$ cat src/rtl/control_unit.sv
// Control sequencer for the single-cycle datapath: decodes the ROM word and status
// flags into datapath controls, and adds fetch wait, two-cycle load, halt and a retire count.
module control_unit #(
  parameter int CNT_W = 16
) (
  input  logic             clk,
  input  logic             reset,
  input  logic [31:0]      inst,
  input  logic [3:0]       status,
  output logic             RegWrite,
  output logic             PCSrc,
  output logic             ALUSrc,
  output logic [3:0]       ALU_operation,
  output logic             write,
  output logic             MemtoReg,
  output logic [1:0]       immselect,
  output logic             pc_hold,
  output logic             halted,
  output logic             illegal,
  output logic [CNT_W-1:0] retired
);

  typedef enum logic [1:0] {
    FETCH_WAIT = 2'd0,
    RUN        = 2'd1,
    LOAD_WB    = 2'd2,
    HALT       = 2'd3
  } state_t;

  typedef enum logic [2:0] {
    K_RTYPE, K_IALU, K_LOAD, K_STORE, K_BRANCH, K_SYSTEM, K_ILLEGAL
  } kind_t;

  localparam logic [3:0] ALU_AND = 4'b0000;
  localparam logic [3:0] ALU_OR  = 4'b0001;
  localparam logic [3:0] ALU_ADD = 4'b0010;
  localparam logic [3:0] ALU_SUB = 4'b0110;
  localparam logic [3:0] ALU_SLT = 4'b0111;

  state_t     state, state_next;
  kind_t      kind;
  logic [3:0] alu_op;
  logic       take;

  wire [6:0] opcode = inst[6:0];
  wire [2:0] funct3 = inst[14:12];
  wire       f7     = inst[30];
  wire       flag_z = status[0];
  wire       lt     = status[1] ^ status[3];

  // Decode relies on case matching: any X/Z bit in a decoded field fails every
  // item and lands in the default, so an unknown word decodes as illegal.
  always_comb begin
    // NOTE: every variable written here gets a default first so no latch is inferred.
    kind   = K_ILLEGAL;
    alu_op = ALU_ADD;
    take   = 1'b0;
    case (opcode)
      7'b0110011: begin
        kind = K_RTYPE;
        case (funct3)
          3'b000: begin
            case (f7)
              1'b0:    alu_op = ALU_ADD;
              1'b1:    alu_op = ALU_SUB;
              default: kind   = K_ILLEGAL;
            endcase
          end
          3'b111:  alu_op = ALU_AND;
          3'b110:  alu_op = ALU_OR;
          3'b010:  alu_op = ALU_SLT;
          default: kind   = K_ILLEGAL;
        endcase
      end
      7'b0010011: begin
        kind = K_IALU;
        case (funct3)
          3'b000:  alu_op = ALU_ADD;
          3'b111:  alu_op = ALU_AND;
          3'b110:  alu_op = ALU_OR;
          3'b010:  alu_op = ALU_SLT;
          default: kind   = K_ILLEGAL;
        endcase
      end
      7'b0000011: if (funct3 === 3'b010) kind = K_LOAD;
      7'b0100011: if (funct3 === 3'b010) kind = K_STORE;
      7'b1100011: begin
        kind = K_BRANCH;
        case (funct3)
          3'b000:  take = flag_z;
          3'b001:  take = !flag_z;
          3'b100:  take = lt;
          3'b101:  take = !lt;
          default: kind = K_ILLEGAL;
        endcase
      end
      7'b1110011: kind = K_SYSTEM;
      default:    kind = K_ILLEGAL;
    endcase
  end

  // NOTE: state is reset asynchronously and updated with non-blocking assignments only.
  always_ff @(posedge clk or posedge reset) begin
    if (reset) state <= FETCH_WAIT;
    else       state <= state_next;
  end

  always_comb begin
    state_next = state;
    case (state)
      FETCH_WAIT: state_next = RUN;
      RUN: begin
        case (kind)
          K_LOAD:              state_next = LOAD_WB;
          K_SYSTEM, K_ILLEGAL: state_next = HALT;
          default:             state_next = RUN;
        endcase
      end
      LOAD_WB: state_next = RUN;
      HALT:    state_next = HALT;
      default: state_next = FETCH_WAIT;
    endcase
  end

  always_comb begin
    RegWrite      = 1'b0;
    PCSrc         = 1'b0;
    ALUSrc        = 1'b0;
    ALU_operation = ALU_ADD;
    write         = 1'b0;
    MemtoReg      = 1'b1;
    immselect     = 2'b00;
    pc_hold       = 1'b0;
    halted        = 1'b0;
    case (state)
      FETCH_WAIT: pc_hold = 1'b1;
      RUN: begin
        case (kind)
          K_RTYPE: begin
            RegWrite      = 1'b1;
            ALU_operation = alu_op;
          end
          K_IALU: begin
            RegWrite      = 1'b1;
            ALUSrc        = 1'b1;
            ALU_operation = alu_op;
          end
          K_LOAD: begin
            ALUSrc  = 1'b1;
            pc_hold = 1'b1;
          end
          K_STORE: begin
            write     = 1'b1;
            ALUSrc    = 1'b1;
            immselect = 2'b01;
          end
          K_BRANCH: begin
            ALU_operation = ALU_SUB;
            immselect     = 2'b10;
            PCSrc         = take;
          end
          // The PC stays on a halting instruction rather than stepping past it.
          default: pc_hold = 1'b1;
        endcase
      end
      LOAD_WB: begin
        ALUSrc   = 1'b1;
        MemtoReg = 1'b0;
        RegWrite = 1'b1;
      end
      default: begin
        pc_hold = 1'b1;
        halted  = 1'b1;
      end
    endcase
  end

  always_ff @(posedge clk or posedge reset) begin
    if (reset) begin
      illegal <= 1'b0;
      retired <= '0;
    end else begin
      if (state == RUN && kind == K_ILLEGAL) illegal <= 1'b1;
      if ((state == RUN && kind inside {K_RTYPE, K_IALU, K_STORE, K_BRANCH}) ||
          state == LOAD_WB)
        retired <= retired + 1'b1;
    end
  end

endmodule

$ cat config.mk
export PLATFORM = sky130hd
export DESIGN_NAME = control_unit
export DESIGN_NICKNAME = d
export VERILOG_FILES = /design/src/rtl/control_unit.sv
export SDC_FILE = /design/constraint.sdc
export NUM_CORES = 1
export LEC_CHECK = 0
export ABC_AREA = 1
export CORE_ASPECT_RATIO = 1.25
export CORE_MARGIN = 8
export CORE_UTILIZATION = 46
export DETAILED_ROUTE_END_ITERATION = 6
export PLACE_DENSITY = 0.86
export SLEW_MARGIN = 20
export SYNTH_ARGS = -nofsm -noshare
export SYNTH_HDL_FRONTEND = slang
export SYNTH_SLANG_ARGS = --single-unit
$ cat constraint.sdc
create_clock -name clk -period 2.5 [get_ports clk]
set_input_delay 0.375 -clock clk [delete_from_list [all_inputs] [get_ports clk]]
set_output_delay 0.375 -clock clk [all_outputs]
set_load 0.03 [all_outputs]
==> results of run 1 <==
metrics by stage:
| step | cell area, µm² | TNS (ns) | setup WS [ns] | total power [W] | hold slack [ns] |
|---|---|---|---|---|---|
| floorplan | 1550 | 0 | 0.137 | 0.000346 | 0.326 |
| global placement | 2010 | -0.0971 | -0.0478 | 0.000382 | 0.477 |
| detailed placement | 2010 | -0.209 | -0.111 | 0.000383 | 0.478 |
| CTS | 2050 | 0 | 0.00936 | 0.000597 | 0.499 |
| global route | 2090 | -0.306 | -0.0724 | 0.000624 | 0.519 |
| finish | 2090 | 0 | 0.0436 | 0.000601 | 0.492 |
routing by layer:
metal | global-route usage (%) | vias up | part of all wire (%)
met4 | 6.78 | 0 | 1.8
met1 | 14.8 | 687 | 40
met5 | 0 | - | 0
li1 | - | 764 | -
met3 | 4.40 | 7 | 9.0
met2 | 24.8 | 65 | 49
kinds of logic (layout without fill, tap and decap cells):
family          Yosys count  count (layout)  share of synthesized area, %
other cells               1               1                         0.242
fa+ha+maj                 5               5                          4.04
xor+xnor                 14              14                          7.92
simple gates            121             121                          40.7
flops                    19              19                          30.7
buf+inv                  32              84                          10.9
compound gates           15              15                          5.42
power by group through the flow:
stage / sequential [W] / clock (W) / combinational, W
after floorplan: 0.000313 / 0 / 0.0000329
after global placement: 0.000313 / 0 / 0.0000688
after detailed placement: 0.000313 / 0 / 0.0000695
after CTS: 0.000307 / 0.000221 / 0.0000696
after global routing: 0.000307 / 0.000235 / 0.0000815
final: 0.000307 / 0.000221 / 0.0000724
worst min path at each step:
stage,startpoint,end,slack [ns],depth (start not counted)
3_5_place_dp,illegal,illegal,0.48,1
5_1_grt,illegal,illegal,0.52,1
4_1_cts,illegal,illegal,0.50,1
3_3_place_gp,illegal,illegal,0.48,1
2_1_floorplan,reset,illegal,0.33,1
6_report,illegal,illegal,0.49,1
timing repair:
action                     4_1_cts  5_1_grt
gates resized for setup          1        8
setup endpoints to repair        4        6
pin swaps                        0        3
hold buffers                     0        0
setup buffers                    0        1
flip-flops by register name, indices dropped and copies added (netlist names):
register,count
illegal,1
retired,16
state,2
critical path, delay by kind of cell:
kind                   cells  cell delay, ns
buffers and inverters      5            0.95
AOI/OAI and AO/OA          2            0.28
and+or+nand+nor            5            0.46
layout by cell type (no fill, tap or decap), types with 2 or more instances in the layout:
cell             Yosys  final
nor2_1              10      9
nor2_4               3      3
xnor2_1              7      7
a21oi_1              6      5
buf_4                2     20
nor2_2               2      3
nand2_1             42     41
nand4_1              4      4
o21ai_1              2      2
nor3_1               4      2
nand2_2             22     23
clkbuf_8             1      3
ha_1                 5      5
inv_2                2      3
clkdlybuf4s50_1      0     34
nor3_2               1      3
o21ai_0              3      2
inv_1               23     22
nand3_1             28     27
xor2_1               7      7
dfrtp_1             19     19
layout make-up:
type	count	area (µm²)	area share (%)
clock buffer	3	41.3	1.98
clock inverter	1	5.00	0.240
inverter	26	97.6	4.68
multi-input combinational	156	931	44.6
sequential	19	475	22.8
tap	37	46.3	2.22
timing repair buffer	54	490	23.5
==> out/metrics.cfg, run 1 <==
[job]
drv_cap=0

[layout]
nFillCells=272
synthToLayoutAreaGrowth_pct=34.8
n_antenna_cell=0
drive_gt1_share_pct=25.1
nets=303
post-route-util_pct=64.8
final_cells=296

[sta]
relSlewSlack_pct=52.6
drv_slew=0
worstMarginPinSlew_ns=0.711
clock_skew_ns=0.00397
fmax_mhz=407
setup_viol=0
period_minus_slack_ns=2.46
hold_violations=0
min_period_over_period_pct=98.3
rsz0062_at_grt=true

[cts]
numCtsBuffers=3
clkSinkCount=19
htreeDepth=1
clkSlewWorstSetupHoldPaths_ns=0.08
clockBufferDepth=2
clk_latency_ns=0.26
cts_tree=done
root_buffer=clkbuf_8

[synthesis]
synth_area_leaders=dfrtp_1 31%, nand2_1 10%, nand3_1 9.1%, nand2_2 8.9%, inv_1 5.6%
ys_seq_area_share_pct=30.7
synth_top_flop_cell=dfrtp_1
synth_edf_count=0
async_flop_share_pct=100
post_synth_instance_area_um2=1550
syn_avg_cell_area_um2=7.48
yosysUniqueCellTypes=33
synth_cells=207
synthesis.nets=250
yosysMostFrequentCell=nand2_1
synth_top_area_cell=dfrtp_1
synth_warnings=0
synthTopCellsByCount=42 x nand2_1, 28 x nand3_1, 23 x inv_1
synth_top_cell_area_share_pct=30.7
yosys_register_bits=19

[grt]
grt_overflow=0
grt_pass1_wl_um=6200
grt_pass1_vias=1482
track_usage_pct=14.1
grt_max_degree=20
antenna_found_initial=0

[place]
hpwl_um=2880
dp.cells=291
io_buffers=44
place_congestion=0.839

[critical_path]
rr_worst_depth=9
r2r_slack_ns=0.87
worstPathArrival_ns=2.08
path_max_fanout=4
r2r-start=retired[0]
critPathLaunchType=input pin
cpMostUsedCell=nand2_1
crit_start=inst[0]
path_cells=clkdlybuf4s50_1 -> nand2_2 -> inv_1 -> nand2_1 -> buf_4 -> a31oi_1 -> nand3_2 -> inv_2 -> nand2_1 -> nand2_1 -> a21oi_1 -> buf_4
crit_required_ns=2.12
critical-path-max-stage-delay_ns=0.47
rr_endpoint=retired[10]
endpoint=ALUSrc
worst-setup-path-type=input pin to output pin
slowest_stage=clkdlybuf4s50_1
end_kind=output pin

[power_and_ir_drop]
p_seq_share_pct=51.1
leakagePower_nw=0.997
p_per_area_nw_per_um2=288
power.switching_w=0.000148
p_int_w=0.000453
combPwrFrac_pct=12.1
clkPwrFrac_pct=36.8
switching_share_pct=24.6
vdd_drop_max_mv=0.287

[floorplan]
pin_count=68
dieArea_um2=5490
die_x_um=67.9
start_util_pct=48.0
die_y_um=80.9
rows=23
coreArea_um2=3220

[route]
final_antenna_net_count=0
wl_per_cell_um=12.7
vias_per_cell=5.15
via_count=1523
wl_um=3750
drtPass1Iterations=4
drtIter0Drc=82
drcViolationCount=0

[worst_hold_path]
hold_path_class=flop to flop

[status]
outcome=finished, final reports clean

No activity file was read; power rests on OpenSTA's default activity.
==> inputs of run 2 (changes only) <==
- SKIP_CTS_REPAIR_TIMING: default -> 1
==> results of run 2 <==
The final DEF is identical to that of run 1; final timing and power are the same.
==> edit (config.mk and constraints of run 1) <==
Encoding of `state_t`: now one-hot (4 bits for 4 states).
--- a/src/rtl/control_unit.sv
+++ b/src/rtl/control_unit.sv
@@ -20,11 +20,11 @@
   output logic [CNT_W-1:0] retired
 );
 
-  typedef enum logic [1:0] {
-    FETCH_WAIT = 2'd0,
-    RUN        = 2'd1,
-    LOAD_WB    = 2'd2,
-    HALT       = 2'd3
+  typedef enum logic [3:0] {
+    FETCH_WAIT = 4'b0001,
+    RUN        = 4'b0010,
+    LOAD_WB    = 4'b0100,
+    HALT       = 4'b1000
   } state_t;
 
   typedef enum logic [2:0] {
Check against the original RTL: no difference found for any inputs over 10 cycles, from zero or initial values and one cycle with reset high; not proved beyond that.
==> edit against run 1 <==
  * Synthesized area shrank 0.16%
  * Sequential cell count grew 2
  * Synthesized cell count rose by 7.7%
  * Maximum frequency rose by 0.30%
  * Non-clock buffer count rose by 13
  * Setup slack better by 0.0073 ns
  * Wire length is 11% higher
  * First-iteration DRC count fell by 30%
  * Cell area grew 8.2%
  * Critical path type unchanged
Power is not compared: it rests on default switching activity, and its combinational part moved more than twofold at a synthesized area within 25%.
==> edit: results (changes against run 1) <==
top_regs: "retired x16, state x4, illegal x1"
grt_max_degree: 22  # +10%
synth_warnings: 0  # unchanged
syn-num-nets: 262  # +4.8%
crit_path_max_fanout: 4  # unchanged
drtIter0Drc: 57  # -30%
netlist_top_cells_count: "62 x nand2_1, 33 x nand3_1, 28 x inv_1"
cp.arrival_ns: 2.07
peakVddDrop_uv: 358
grt_pass1_wl_microns: 6730  # +8.4%
place_ws_ns: -0.212  # -0.101 ns
num_vias: 1670  # +9.7%
grt.total_usage_pct: 15.4  # +1.3 points
finClkSkew_ns: 0.00218  # -0.00179 ns
antenna_found_initial: 0  # unchanged
place_congestion: 0.851  # +1.4%
hpwl_microns: 3160  # +9.7%
clockBufferDepth: 2  # unchanged
ys_types: 31  # -6.1%
port_buffers: 44  # unchanged
synthTopCellsByArea: "dfrtp_1 32%, nand2_1 15%, nand3_1 11%"
cp_top_family: "buffers and inverters"
max_slew_margin_pct: 48.1  # -4.5 points
post_drt_wl_per_cell_microns: 12.8  # +1.3%
placed_area_sq_um: 2140  # +6.9%
first_global_vias: 1619  # +9.2%
synthCells: 223  # +7.7%
final_layout_size_suffix_gt1_share_pct: 23.7  # -1.4 points
yosysSeqAreaShare_pct: 34.1  # +3.4 points
cts.htree.levels: 1  # unchanged
antennaDiodeCount: 0  # unchanged
nets: 327  # +7.9%
status: "finished clean"
-- edit: cell type report --
| class | instances | area, sq um |
|---|---|---|
| clock buffer | 4 | 45.0 |
| fill | 252 | 965 |
| inverter | 31 | 116 |
| multi-input combinational | 164 | 925 |
| sequential | 21 | 527 |
| tap | 37 | 46.3 |
| timing repair buffer | 67 | 599 |
-- edit: per-stage QoR --
step | utilization [%] | hold slack [ns] | cells | total power (uW) | TNS, ns
after floorplan | - | 0.351 | 223 | 631 | 0
after global placement | 66.5 | 0.489 | 320 | 760 | -0.213
after detailed placement | 66.5 | 0.504 | 320 | 770 | -0.238
after CTS | 68.1 | 0.530 | 324 | 996 | 0
after global routing | 70.1 | 0.547 | 324 | 1070 | -0.114
final | 70.1 | 0.530 | 324 | 997 | 0
-- edit: logic make-up (layout without fill, tap and decap cells) --
logic type | Yosys count | after routing | synth area share, %
and+or+nand+nor | 139 | 139 | 42.9
buffers and inverters | 38 | 102 | 10.3
DFF | 21 | 21 | 34.1
xor gates and xnor gates | 14 | 14 | 7.94
AOI/OAI and AO/OA | 9 | 9 | 3.72
adders and majority gates | 1 | 1 | 0.810
other | 1 | 1 | 0.243
-- edit: worst paths after layout --
kind	start	end	slack (ns)	cells past startpoint
worst max-delay path	inst[0]	ALUSrc	0.05	12
worst min-delay path	illegal	illegal	0.53	1
worst max register to register	retired[0]	retired[12]	0.80	9
worst min register to register	illegal	illegal	0.53	1
max in group asynchronous	reset	retired[5]	1.44	2
min in group asynchronous	reset	retired[0]	0.58	2
-- edit: repair_timing --
item	in CTS	in global routing
pin swaps	0	9
buffers inserted	0	1
hold buffers	0	0
gates cloned	0	0
gates resized for setup	3	21
endpoints found under the setup margin	3	7
-- edit: where the power goes --
| group | internal [uW] | switching (uW) |
|---|---|---|
| Combinational | 142 | 209 |
| Clock | 114 | 112 |
| Sequential | 385 | 36.1 |
| Total | 640 | 356 |
-- edit: metal layers --
| layer | global-route usage (%) | routed length [microns] |
|---|---|---|
| met1 | 14.4 | 1470 |
| met2 | 29.9 | 2240 |
| met3 | 3.85 | 315 |
| met4 | 7.19 | 131 |
| met5 | 0 | 0 |
